File: src/rtl/mem_access_ctrl.sv
// mem_access_ctrl: data-memory access sequencer for the EX/MEM stage.
// Decodes the held memory op into a valid/ready bus request and waits
// for the response. It aligns and extends load data, and holds
// mem_stall until the access is retired.
module mem_access_ctrl #(
    parameter int ADDR_W  = 64,
    parameter int DATA_W  = 64,
    parameter int TIMEOUT = 255
) (
    input  logic              clock,
    input  logic              reset,
    input  logic              MEM_mem_ena,
    input  logic              MEM_mem_wr,
    input  logic [2:0]        MEM_memwop,
    input  logic [2:0]        MEM_memrop,
    input  logic [ADDR_W-1:0] MEM_mem_addr,
    input  logic [DATA_W-1:0] MEM_mem_stor_data,
    output logic              dmem_req_valid,
    input  logic              dmem_req_ready,
    output logic              dmem_wr,
    output logic [ADDR_W-1:0] dmem_addr,
    output logic [DATA_W-1:0] dmem_wdata,
    output logic [7:0]        dmem_wmask,
    input  logic              dmem_rsp_valid,
    input  logic [DATA_W-1:0] dmem_rdata,
    output logic              mem_stall,
    output logic              load_valid,
    output logic [DATA_W-1:0] load_data,
    output logic              misalign_err,
    output logic              bus_err
);

    localparam int CNT_W = $clog2(TIMEOUT + 1);

    typedef enum logic [1:0] {
        ST_IDLE = 2'd0,
        ST_REQ  = 2'd1,
        ST_WAIT = 2'd2,
        ST_DONE = 2'd3
    } state_t;

    state_t           state_r;
    logic [CNT_W-1:0] cnt_r;
    logic             is_load_r;
    logic [2:0]       rop_r;
    logic [2:0]       off_r;

    logic             acc_s;
    logic             mis_s;
    logic             start_s;
    logic [1:0]       size_s;   // 0 byte, 1 half, 2 word, 3 double
    logic [7:0]       lane_s;
    logic [7:0]       wmask_s;
    logic [DATA_W-1:0] wdata_s;
    logic [2:0]       off_s;

    // Shift the doubleword right to the accessed byte, then extend per load op.
    function automatic logic [DATA_W-1:0] load_extract(
        input logic [DATA_W-1:0] rdata,
        input logic [2:0]        off,
        input logic [2:0]        rop
    );
        logic [DATA_W-1:0] raw;
        raw = rdata >> {off, 3'b000};
        case (rop)
            3'd1:    load_extract = {{56{raw[7]}}, raw[7:0]};
            3'd2:    load_extract = {{48{raw[15]}}, raw[15:0]};
            3'd3:    load_extract = {{32{raw[31]}}, raw[31:0]};
            3'd5:    load_extract = {56'h0, raw[7:0]};
            3'd6:    load_extract = {48'h0, raw[15:0]};
            3'd7:    load_extract = {32'h0, raw[31:0]};
            default: load_extract = raw;
        endcase
    endfunction

    // Decode access validity, size, alignment and store byte lanes from the held op.
    always_comb begin
        off_s  = MEM_mem_addr[2:0];
        acc_s  = 1'b0;
        size_s = 2'd0;
        if (MEM_mem_wr) begin
            acc_s = MEM_mem_ena & (MEM_memwop >= 3'd1) & (MEM_memwop <= 3'd4);
            case (MEM_memwop)
                3'd2:    size_s = 2'd1;
                3'd3:    size_s = 2'd2;
                3'd4:    size_s = 2'd3;
                default: size_s = 2'd0;
            endcase
        end else begin
            acc_s = MEM_mem_ena & (MEM_memrop != 3'd0);
            case (MEM_memrop)
                3'd2, 3'd6: size_s = 2'd1;
                3'd3, 3'd7: size_s = 2'd2;
                3'd4:       size_s = 2'd3;
                default:    size_s = 2'd0;
            endcase
        end
        case (size_s)
            2'd1:    begin mis_s = off_s[0];              lane_s = 8'h03; end
            2'd2:    begin mis_s = (off_s[1:0] != 2'd0);  lane_s = 8'h0F; end
            2'd3:    begin mis_s = (off_s != 3'd0);       lane_s = 8'hFF; end
            default: begin mis_s = 1'b0;                  lane_s = 8'h01; end
        endcase
        if (MEM_mem_wr) begin
            wmask_s = lane_s << off_s;
            wdata_s = MEM_mem_stor_data << {off_s, 3'b000};
        end else begin
            wmask_s = 8'h00;
            wdata_s = '0;
        end
        start_s = (state_r == ST_IDLE) & acc_s & ~mis_s;
    end

    // Stall the pipeline from the detect cycle until the access reaches DONE.
    always_comb begin
        case (state_r)
            ST_IDLE: mem_stall = start_s;
            ST_REQ:  mem_stall = 1'b1;
            ST_WAIT: mem_stall = 1'b1;
            default: mem_stall = 1'b0;
        endcase
    end

    // Access sequencer with registered bus, result and error outputs.
    always_ff @(posedge clock or negedge reset) begin
        if (!reset) begin
            state_r        <= ST_IDLE;
            cnt_r          <= '0;
            is_load_r      <= 1'b0;
            rop_r          <= 3'd0;
            off_r          <= 3'd0;
            dmem_req_valid <= 1'b0;
            dmem_wr        <= 1'b0;
            dmem_addr      <= '0;
            dmem_wdata     <= '0;
            dmem_wmask     <= 8'h00;
            load_valid     <= 1'b0;
            load_data      <= '0;
            misalign_err   <= 1'b0;
            bus_err        <= 1'b0;
        end else begin
            load_valid   <= 1'b0;
            misalign_err <= 1'b0;
            bus_err      <= 1'b0;
            case (state_r)
                ST_IDLE: begin
                    if (acc_s && mis_s) begin
                        misalign_err <= 1'b1;
                    end else if (acc_s) begin
                        state_r        <= ST_REQ;
                        dmem_req_valid <= 1'b1;
                        dmem_wr        <= MEM_mem_wr;
                        dmem_addr      <= {MEM_mem_addr[ADDR_W-1:3], 3'b000};
                        dmem_wdata     <= wdata_s;
                        dmem_wmask     <= wmask_s;
                        is_load_r      <= ~MEM_mem_wr;
                        rop_r          <= MEM_memrop;
                        off_r          <= off_s;
                    end else begin
                        state_r <= ST_IDLE;
                    end
                end
                ST_REQ: begin
                    if (dmem_req_ready) begin
                        dmem_req_valid <= 1'b0;
                        cnt_r          <= '0;
                        state_r        <= ST_WAIT;
                    end else begin
                        state_r <= ST_REQ;
                    end
                end
                ST_WAIT: begin
                    if (dmem_rsp_valid) begin
                        state_r    <= ST_DONE;
                        load_valid <= is_load_r;
                        if (is_load_r) begin
                            load_data <= load_extract(dmem_rdata, off_r, rop_r);
                        end else begin
                            load_data <= load_data;
                        end
                    end else if (cnt_r == CNT_W'(TIMEOUT - 1)) begin
                        state_r    <= ST_DONE;
                        bus_err    <= 1'b1;
                        load_valid <= is_load_r;
                        load_data  <= '0;
                    end else begin
                        cnt_r <= cnt_r + CNT_W'(1);
                    end
                end
                ST_DONE: begin
                    state_r <= ST_IDLE;
                end
                default: begin
                    state_r <= ST_IDLE;
                end
            endcase
        end
    end

endmodule

File: config.mk
export PLATFORM = sky130hd
export DESIGN_NAME = mem_access_ctrl
export DESIGN_NICKNAME = d
export VERILOG_FILES = /design/src/rtl/mem_access_ctrl.sv
export SDC_FILE = /design/constraint.sdc
export NUM_CORES = 1
export LEC_CHECK = 0
export ABC_CLOCK_PERIOD_IN_PS = 2940
export CORE_ASPECT_RATIO = 0.7
export CORE_MARGIN = 2
export CORE_UTILIZATION = 25
export CTS_CLUSTER_DIAMETER = 80
export DETAILED_ROUTE_END_ITERATION = 16
export PLACE_DENSITY_LB_ADDON = 0.1
export REMOVE_ABC_BUFFERS = 1
export SETUP_SLACK_MARGIN = 0.05
export SLEW_MARGIN = 40
export SYNTH_ARGS = -nofsm -noshare
export SYNTH_HDL_FRONTEND = slang
export SYNTH_SLANG_ARGS = --single-unit
export TNS_END_PERCENT = 10
File: constraint.sdc
create_clock -name clock -period 2.94 [get_ports clock]
set_clock_uncertainty 0.1 [all_clocks]
set_input_delay 0.588 -clock clock [delete_from_list [all_inputs] [get_ports clock]]
set_output_delay 0.588 -clock clock [all_outputs]
set_load 0.005 [all_outputs]
**After elaboration in Yosys (flattened, before gate mapping)**

Cells that the tools add are included.

- Flip-flop bits (word level): 219
- Output and inout bits: 206
- Word-level logic and storage cells: 107

- Add/sub/neg operators: 1
- Shift operators: 3
- Bitwise logic cells: 8
- Eq/ne operators: 28
- Magnitude comparators: 2
- Reduce and logical (&&, ||, !) cells: 16
- Muxes and demuxes: 35

Operator list:

| cell | number |
|---|---|
| 64-bit case mux with 6 select lines | 1 |
| 64-bit two-way mux | 4 |
| 64-bit by 6-bit left shift with 64-bit output | 1 |
| 64-bit by 6-bit >> shifter with 64-bit output | 1 |
| 8-bit two-way mux | 4 |
| 8-bit case mux with 3 select lines | 1 |
| 3-bit equality test (second input constant) | 7 |
| 3-bit by 2-bit equality test with 1-bit output (second input constant) | 6 |
| 8-bit case mux with 2 select lines | 1 |
| 1-bit two-way mux | 13 |
| 2-bit case mux with 3 select lines | 2 |
| 2-bit two-way mux | 5 |
| 2-bit != test (second input constant) | 5 |
| 8-bit by 1-bit adder with 8-bit output (second input constant) | 1 |
| 2-bit equality test (second input constant) | 4 |
| 8-bit equality test (second input constant) | 1 |
| 2-bit case mux with 4 select lines | 1 |
| 4-bit AND reduction | 2 |
| 2-bit nonzero test | 4 |
| 8-bit by 3-bit left shift with 8-bit output | 1 |
| 3-bit AND reduction | 2 |
| 3-bit nonzero test | 2 |
| 2-bit OR reduction | 3 |
| 1-bit bitwise AND | 5 |
| 12 further kinds | 16 |

**Longest topological paths before layout**

Gate-level depths: netlist of run 1.

- Word-level depth: 9
- Depth in mapped cells: 10
- Gate-level depth less buffers: 8

**Worst setup path after synthesis of run 1**

No wires, ideal clock.

- Path type: input-to-output
- From: input MEM_mem_wr
- To: output mem_stall
- Setup slack: 0.099 ns
- Arrival time: 2.153 ns
- Stages on the path: 8
- Path buffers: 4
- Cell sequence: buf_4 > o32ai_4 > a21boi_1 > o31ai_4 > buf_2 > buf_6 > buf_4 > a21oi_1

- Longest elaborated chain between the ends: 6
- Elaborated cells between the ends (all ways): 10
- Classes of those cells: 3 x eq/ne; 4 x mux; 3 x bitwise

RTL lines:

| item | line | text |
|---|---|---|
| from (decl) | 13 | `input logic MEM_mem_wr,` |
| 2-bit two-way mux | 81 | `if (MEM_mem_wr) begin` |
| 2-bit equality test / 2-bit by 1-bit equality test with 1-bit output (equally long branches) | 98 | `case (size_s)` |
| 1-bit case mux with 3 select lines | 98 |  |
| 1-bit NOT | 111 | `start_s = (state_r == ST_IDLE) & acc_s & ~mis_s;` |
| 1-bit bitwise AND (*) | 111 |  |
| 1-bit case mux with 2 select lines (*) | 116 | `case (state_r)` |
| to (decl) | 26 | `output logic mem_stall,` |

Every way passes the cells marked *; elsewhere a longest branch is shown, timed or not.

**Worst setup path after layout of run 1**

Same ends and word-level chain as after synthesis.

==> flow_summary.ini, run 1 <==
[run_status]
outcome = finished, final reports clean

[pwr]
finalPower_w = 0.01579
p_switching_w = 0.005499
p_leak_nw = 7.623
ir_drop_uv = 530.4
power_frac_clock_pct = 21.9
pwr-share-seq_pct = 31.8
pwr_density_cell_nw_per_um2 = 879.8
combPwrFrac_pct = 46.3
p_int_w = 0.01030
p_sw_share_pct = 34.81

[min_path]
worstHoldPathType = flip-flop to flip-flop

[critical_path]
ff2ff_path_depth = 8
r2r_slack_ps = 400
rr_startpoint = off_r[1]
critical_path_class = input port to primary output
critPathCapture = mem_stall
r2r_end = load_data[59]
startpoint = MEM_mem_wr
critical_path.max_fanout = 6
crit_arrival_ps = 2060
required_ps = 2250
end_kind = primary output
cp-start-kind = input port

[clocking]
cts_root_buffer = clkbuf_16
numClockSinks = 219
clkTransAtPathRegs_ps = 60
cts_buffer_depth = 3
cts_inserted_buffers = 27
clk_latency_ps = 560
cts_tree = built
cts-htree-levels = 1

[die]
rows = 67
initial_core_util_pct = 25.17
dieHeight_um = 187.2
ios = 410
dieWidth_um = 265.7
die_area_um2 = 49730
core_area_um2 = 47620

[timing]
relSlewSlack_pct = 49.56
final_hold_viol_count = 0
rsz0062_at_grt = false
setup_slack_ps = 192.8
finalSetupViolations = 0
final.min_clock_period_ps = 2747
whs_ps = 373.3
drv_slew = 0
fmax_mhz = 364.0
worstMarginPinSlew_ps = 756.6
fin_crit_sh_pct = 93.44

[logic_synthesis]
yosys.area.top_type_share_pct = 45.73
mappedNetlistArea_um2 = 11980
ys_ff_latch = 219
async_flop_share_pct = 100.0
synth.distinct_cells = 57
syn_avg_cell_area_um2 = 9.750
synthCells = 1229
ys_top_cells_by_area = dfrtp_1 46%, mux2_2 8.1%, mux2i_1 7.6%
yosysMostFrequentCell = nand2_1
yosys_warnings = 0
synthTopCellsByCount = 221 x nand2_1, 219 x dfrtp_1, 91 x mux2i_1, 90 x o21ai_0, 86 x mux2_2
synthFlopType = dfrtp_1
synth_edf_count = 0
synth_largest_area_cell = dfrtp_1
seq_area_frac_synth_pct = 45.73

[finish]
regArea_um2 = 5483
num-nets-final = 1845
drive_gt1_share_pct = 14.33
multiInputGateArea_um2 = 6026
fillCellCount = 4810
area_delta_synth_final_pct = 49.82

[global_routing]
grt_pass1_wl_um = 71030
first_global_vias = 11270
antenna_found_initial = 0
gr-total-overflow = 0
grt_usage_pct = 18.51
grt_max_degree = 65

[detailed_routing]
vias = 10910
wirelength_um = 46940
first_iter_violations = 573
drc_errors = 0
wl_per_cell_um = 20.62
dr.pass1.iters = 5
drt-vias-per-instance = 4.793
ant_nets = 0

[placed_design]
hpwl_um = 33790
portBuffers = 406
place.gp.congestion = 0.8068
pre_cts_slack_ps = -396.5

[run]
cap_viol_max_count = 0
## routing by layer
layer  vias to the layer above  global-route usage, %  wire length, um
met5                         -                      0                0
met4                         0                  3.630              887
met3                        53                  5.753             3632
met2                       326                  29.29            21270
met1                      5299                  24.96            21150
li1                       5230                      -                -
## logic make-up after synthesis
family                     count (synthesis)  synth area share (%)
muxes                                    190                 17.47
xor gates and xnor gates                   6                0.4386
buffers and inverters                    114                 4.396
and+or+nand+nor                          361                 12.44
DFF                                      219                 45.73
AOI/OAI and AO/OA                        332                 18.87
adders and majority gates                  6                0.6265
other                                      1               0.03130
## worst max-delay path: stages
cell and delay (ps):
dlygate4sd2_1 310, buf_4 180, o32ai_4 280, a21boi_2 130
o31ai_4 270, a21oi_2 90, clkdlybuf4s15_2 210
## how the worst min path moves through the flow
stage	startpoint	cells past startpoint	to	slack [ps]
finish	dmem_wdata[19]	2	dmem_wdata[19]	370
floorplan	reset	0	async pin	190
global route	dmem_wdata[49]	2	dmem_wdata[49]	390
detailed placement	dmem_wdata[49]	2	dmem_wdata[49]	370
CTS	dmem_wdata[19]	2	dmem_wdata[19]	380
global placement	dmem_wdata[18]	2	dmem_wdata[18]	360
## through the flow
step,util [%],TNS [ps],cells,area (um^2)
2_1_floorplan,-,-505500,1130,11510
5_1_grt,37.70,0,2275,17950
3_5_place_dp,35.71,-27300,2225,17000
6_report,37.70,0,2276,17950
4_1_cts,37.65,0,2274,17930
3_3_place_gp,35.69,-18800,2225,16990
## registers in the layout, summed over array words and instances (netlist names), named ones only
name and flops:
dmem_req_valid 1, dmem_wmask 8, cnt_r 8, load_valid 1, dmem_wdata 64, is_load_r 1, off_r 3, bus_err 1
dmem_addr 61, state_r 1, rop_r 3, load_data 64, dmem_wr 1, misalign_err 1
## power groups by stage
stage                     Clock, W  Sequential [W]  Combinational, W
after global placement           0         0.00505           0.00738
after floorplan                  0         0.00523           0.00292
after detailed placement         0         0.00506           0.00738
after CTS                  0.00359         0.00506           0.00741
final                      0.00346         0.00503           0.00731
after global routing       0.00370         0.00520           0.00796
## layout make-up
type | count | share of cell area, %
Sequential cell | 219 | 30.54
Inverter | 13 | 0.2718
Antenna cell | 1 | 0.01394
Clock buffer | 40 | 4.537
Multi-Input combinational cell | 898 | 33.57
Timing Repair Buffer | 476 | 26.23
Clock inverter | 8 | 0.5158
Tap cell | 621 | 4.328
## layout by cell type (no fill, tap or decap), types with 7 or more instances in the layout
master / instances
buf_4: 58
a21oi_1: 45
o31ai_1: 41
nand2_1: 220
clkbuf_16: 27
a211o_1: 13
o21ai_1: 11
clkdlybuf4s50_1: 395
mux2_1: 7
a22o_1: 47
a211oi_1: 18
nand2b_1: 8
a221o_1: 9
inv_1: 10
dfrtp_1: 217
nor2_1: 81
dlygate4sd2_1: 7
mux2_2: 86
clkbuf_8: 9
o21ai_0: 90
a31oi_1: 15
nor2b_1: 9
o22ai_1: 9
o21a_1: 8
nand3_1: 19
buf_12: 10
mux2i_1: 91
## repair_timing
action                                 in CTS  in global routing
pin swaps                                   4                  0
buffers inserted                            0                  0
hold buffers                                1                  0
setup endpoints to repair                   1                  1
gates resized for setup                    14                  2
endpoints found under the hold margin      50                  0
(Power assumes the default switching activity.)
==> inputs of run 2 (changes only) <==
GPL_TIMING_DRIVEN = 0   (was default)
SLEW_MARGIN = 25   (was 40)
==> flow_summary.ini, run 2 (same netlist as run 1, synthesis figures left out) <==
[clocking]
cts_root_buffer = clkbuf_16
cts_tree = built
cts_inserted_buffers = 28
numClockSinks = 219
cts_buffer_depth = 3
clk_latency_ps = 550
clkTransAtPathRegs_ps = 50
cts-htree-levels = 1

[critical_path]
ff2ff_path_depth = 7
required_ps = 2250
end_kind = primary output
r2r_end = load_data[53]
rr_startpoint = off_r[2]
critical_path.max_fanout = 19
crit_arrival_ps = 2210
critical_path_class = input port to primary output
r2r_slack_ps = 260
cp-start-kind = input port

[timing]
final_hold_viol_count = 0
drv_slew = 0
relSlewSlack_pct = 29.57
fmax_mhz = 345.1
setup_slack_ps = 42.41
whs_ps = 259.7
worstMarginPinSlew_ps = 1053
final.min_clock_period_ps = 2898
fin_crit_sh_pct = 98.56
finalSetupViolations = 0
fin_setup_tns_ps = 0
rsz0062_at_grt = true

[pwr]
pwr-share-seq_pct = 31.4
pwr_density_cell_nw_per_um2 = 884.6
combPwrFrac_pct = 46.4
p_switching_w = 0.005547
power_frac_clock_pct = 22.2
ir_drop_uv = 530.0
p_leak_nw = 7.726
p_int_w = 0.01057
p_sw_share_pct = 34.41

[die]
initial_core_util_pct = 25.17
core_area_um2 = 47620
rows = 67
dieWidth_um = 265.7
dieHeight_um = 187.2
die_area_um2 = 49730
ios = 410

[global_routing]
first_global_vias = 11060
grt_max_degree = 83
grt_usage_pct = 18.50
gr-total-overflow = 0
antenna_found_initial = 5
grt_pass1_wl_um = 70990

[min_path]
hold_depth = 3
whs_endpoint = dmem_wdata[59]
min-delay-start = MEM_mem_wr
worstHoldPathType = input port to flip-flop

[finish]
num-nets-final = 1832
final_cell_area_um2 = 18220
drive_gt1_share_pct = 14.63
layout_common_cells = 394 x clkdlybuf4s50_1, 219 x nand2_1, 216 x dfrtp_1
final_common_cell = clkdlybuf4s50_1
area_delta_synth_final_pct = 52.07
fin_util_pct = 38.27
reg_top3 = dmem_wdata x64, load_data x64, dmem_addr x61

[detailed_routing]
dr.pass1.iters = 5
wl_per_cell_um = 20.94
drc_errors = 0
wirelength_um = 47390
drt-vias-per-instance = 4.831
ant_nets = 0
first_iter_violations = 685
vias = 10930

[run]
cap_viol_max_count = 0

[placed_design]
portBuffers = 406
dpl_cell_area_um2 = 16870
place.gp.congestion = 0.8243
pre_cts_slack_ps = -1712
hpwl_um = 32810

[run_status]
outcome = finished, final reports clean
-- run 2: cell type report --
type                            count  area (um^2)
Antenna cell                        1        2.502
Clock buffer                       40        805.8
Clock inverter                      9        131.4
Fill cell                        4746        29390
Inverter                           13        58.81
Multi-Input combinational cell    898         6096
Sequential cell                   219         5489
Tap cell                          621        777.0
Timing Repair Buffer              462         4862
-- run 2: worst max path at each step --
stage / start / endpoint / slack [ps] / cells past startpoint
global placement: reset / dmem_wdata[28] / -9500 / 1
CTS: MEM_mem_wr / mem_stall / -90 / 9
global route: MEM_mem_wr / mem_stall / -10 / 9
detailed placement: MEM_mem_addr[2] / dmem_addr[32] / -1710 / 13
finish: MEM_memrop[0] / mem_stall / 40 / 9
floorplan: MEM_memrop[0] / mem_stall / -3490 / 5
-- run 2: critical path: stages --
cell and delay (ps):
dlygate4sd2_1 340, or4_1 560, nand3_2 110, a21oi_4 50, o31ai_4 70, buf_6 150
buf_12 140, a21oi_2 60, buf_2 130
-- run 2: what timing repair did --
action / in CTS / in global routing
hold endpoints to repair: 68 / 0
cloned: 3 / 1
resized for setup: 30 / 21
endpoints found under the setup margin: 175 / 76
setup buffers: 12 / 14
pin swaps: 15 / 6
hold buffers: 1 / 0
-- run 2: power by group through the flow --
stage	Combinational, W	Clock [W]	Sequential [W]
6_report	0.00749	0.00358	0.00506
3_3_place_gp	0.00696	0	0.00536
4_1_cts	0.00739	0.00371	0.00514
3_5_place_dp	0.00725	0	0.00516
2_1_floorplan	0.00292	0	0.00523
5_1_grt	0.00810	0.00383	0.00523
-- run 2: layer usage --
layer / vias up / share of wire (%) / GRT usage [%]
li1: 5197 / - / -
met1: 5320 / 46 / 25.52
met2: 349 / 45 / 28.83
met3: 59 / 7.6 / 5.582
met4: 8 / 1.7 / 3.392
met5: - / 0.11 / 0
-- run 2: per-stage QoR --
stage          total power, W  instances
6_report              0.01612       2263
5_1_grt               0.01716       2262
4_1_cts               0.01625       2247
3_5_place_dp          0.01241       2185
3_3_place_gp          0.01232       2157
2_1_floorplan        0.008158       1130
==> inputs of run 3 (changes only) <==
ABC_CLOCK_PERIOD_IN_PS = default   (was 2940)
==> results of run 3 <==
The final DEF is identical to that of run 2; final timing and power are the same.
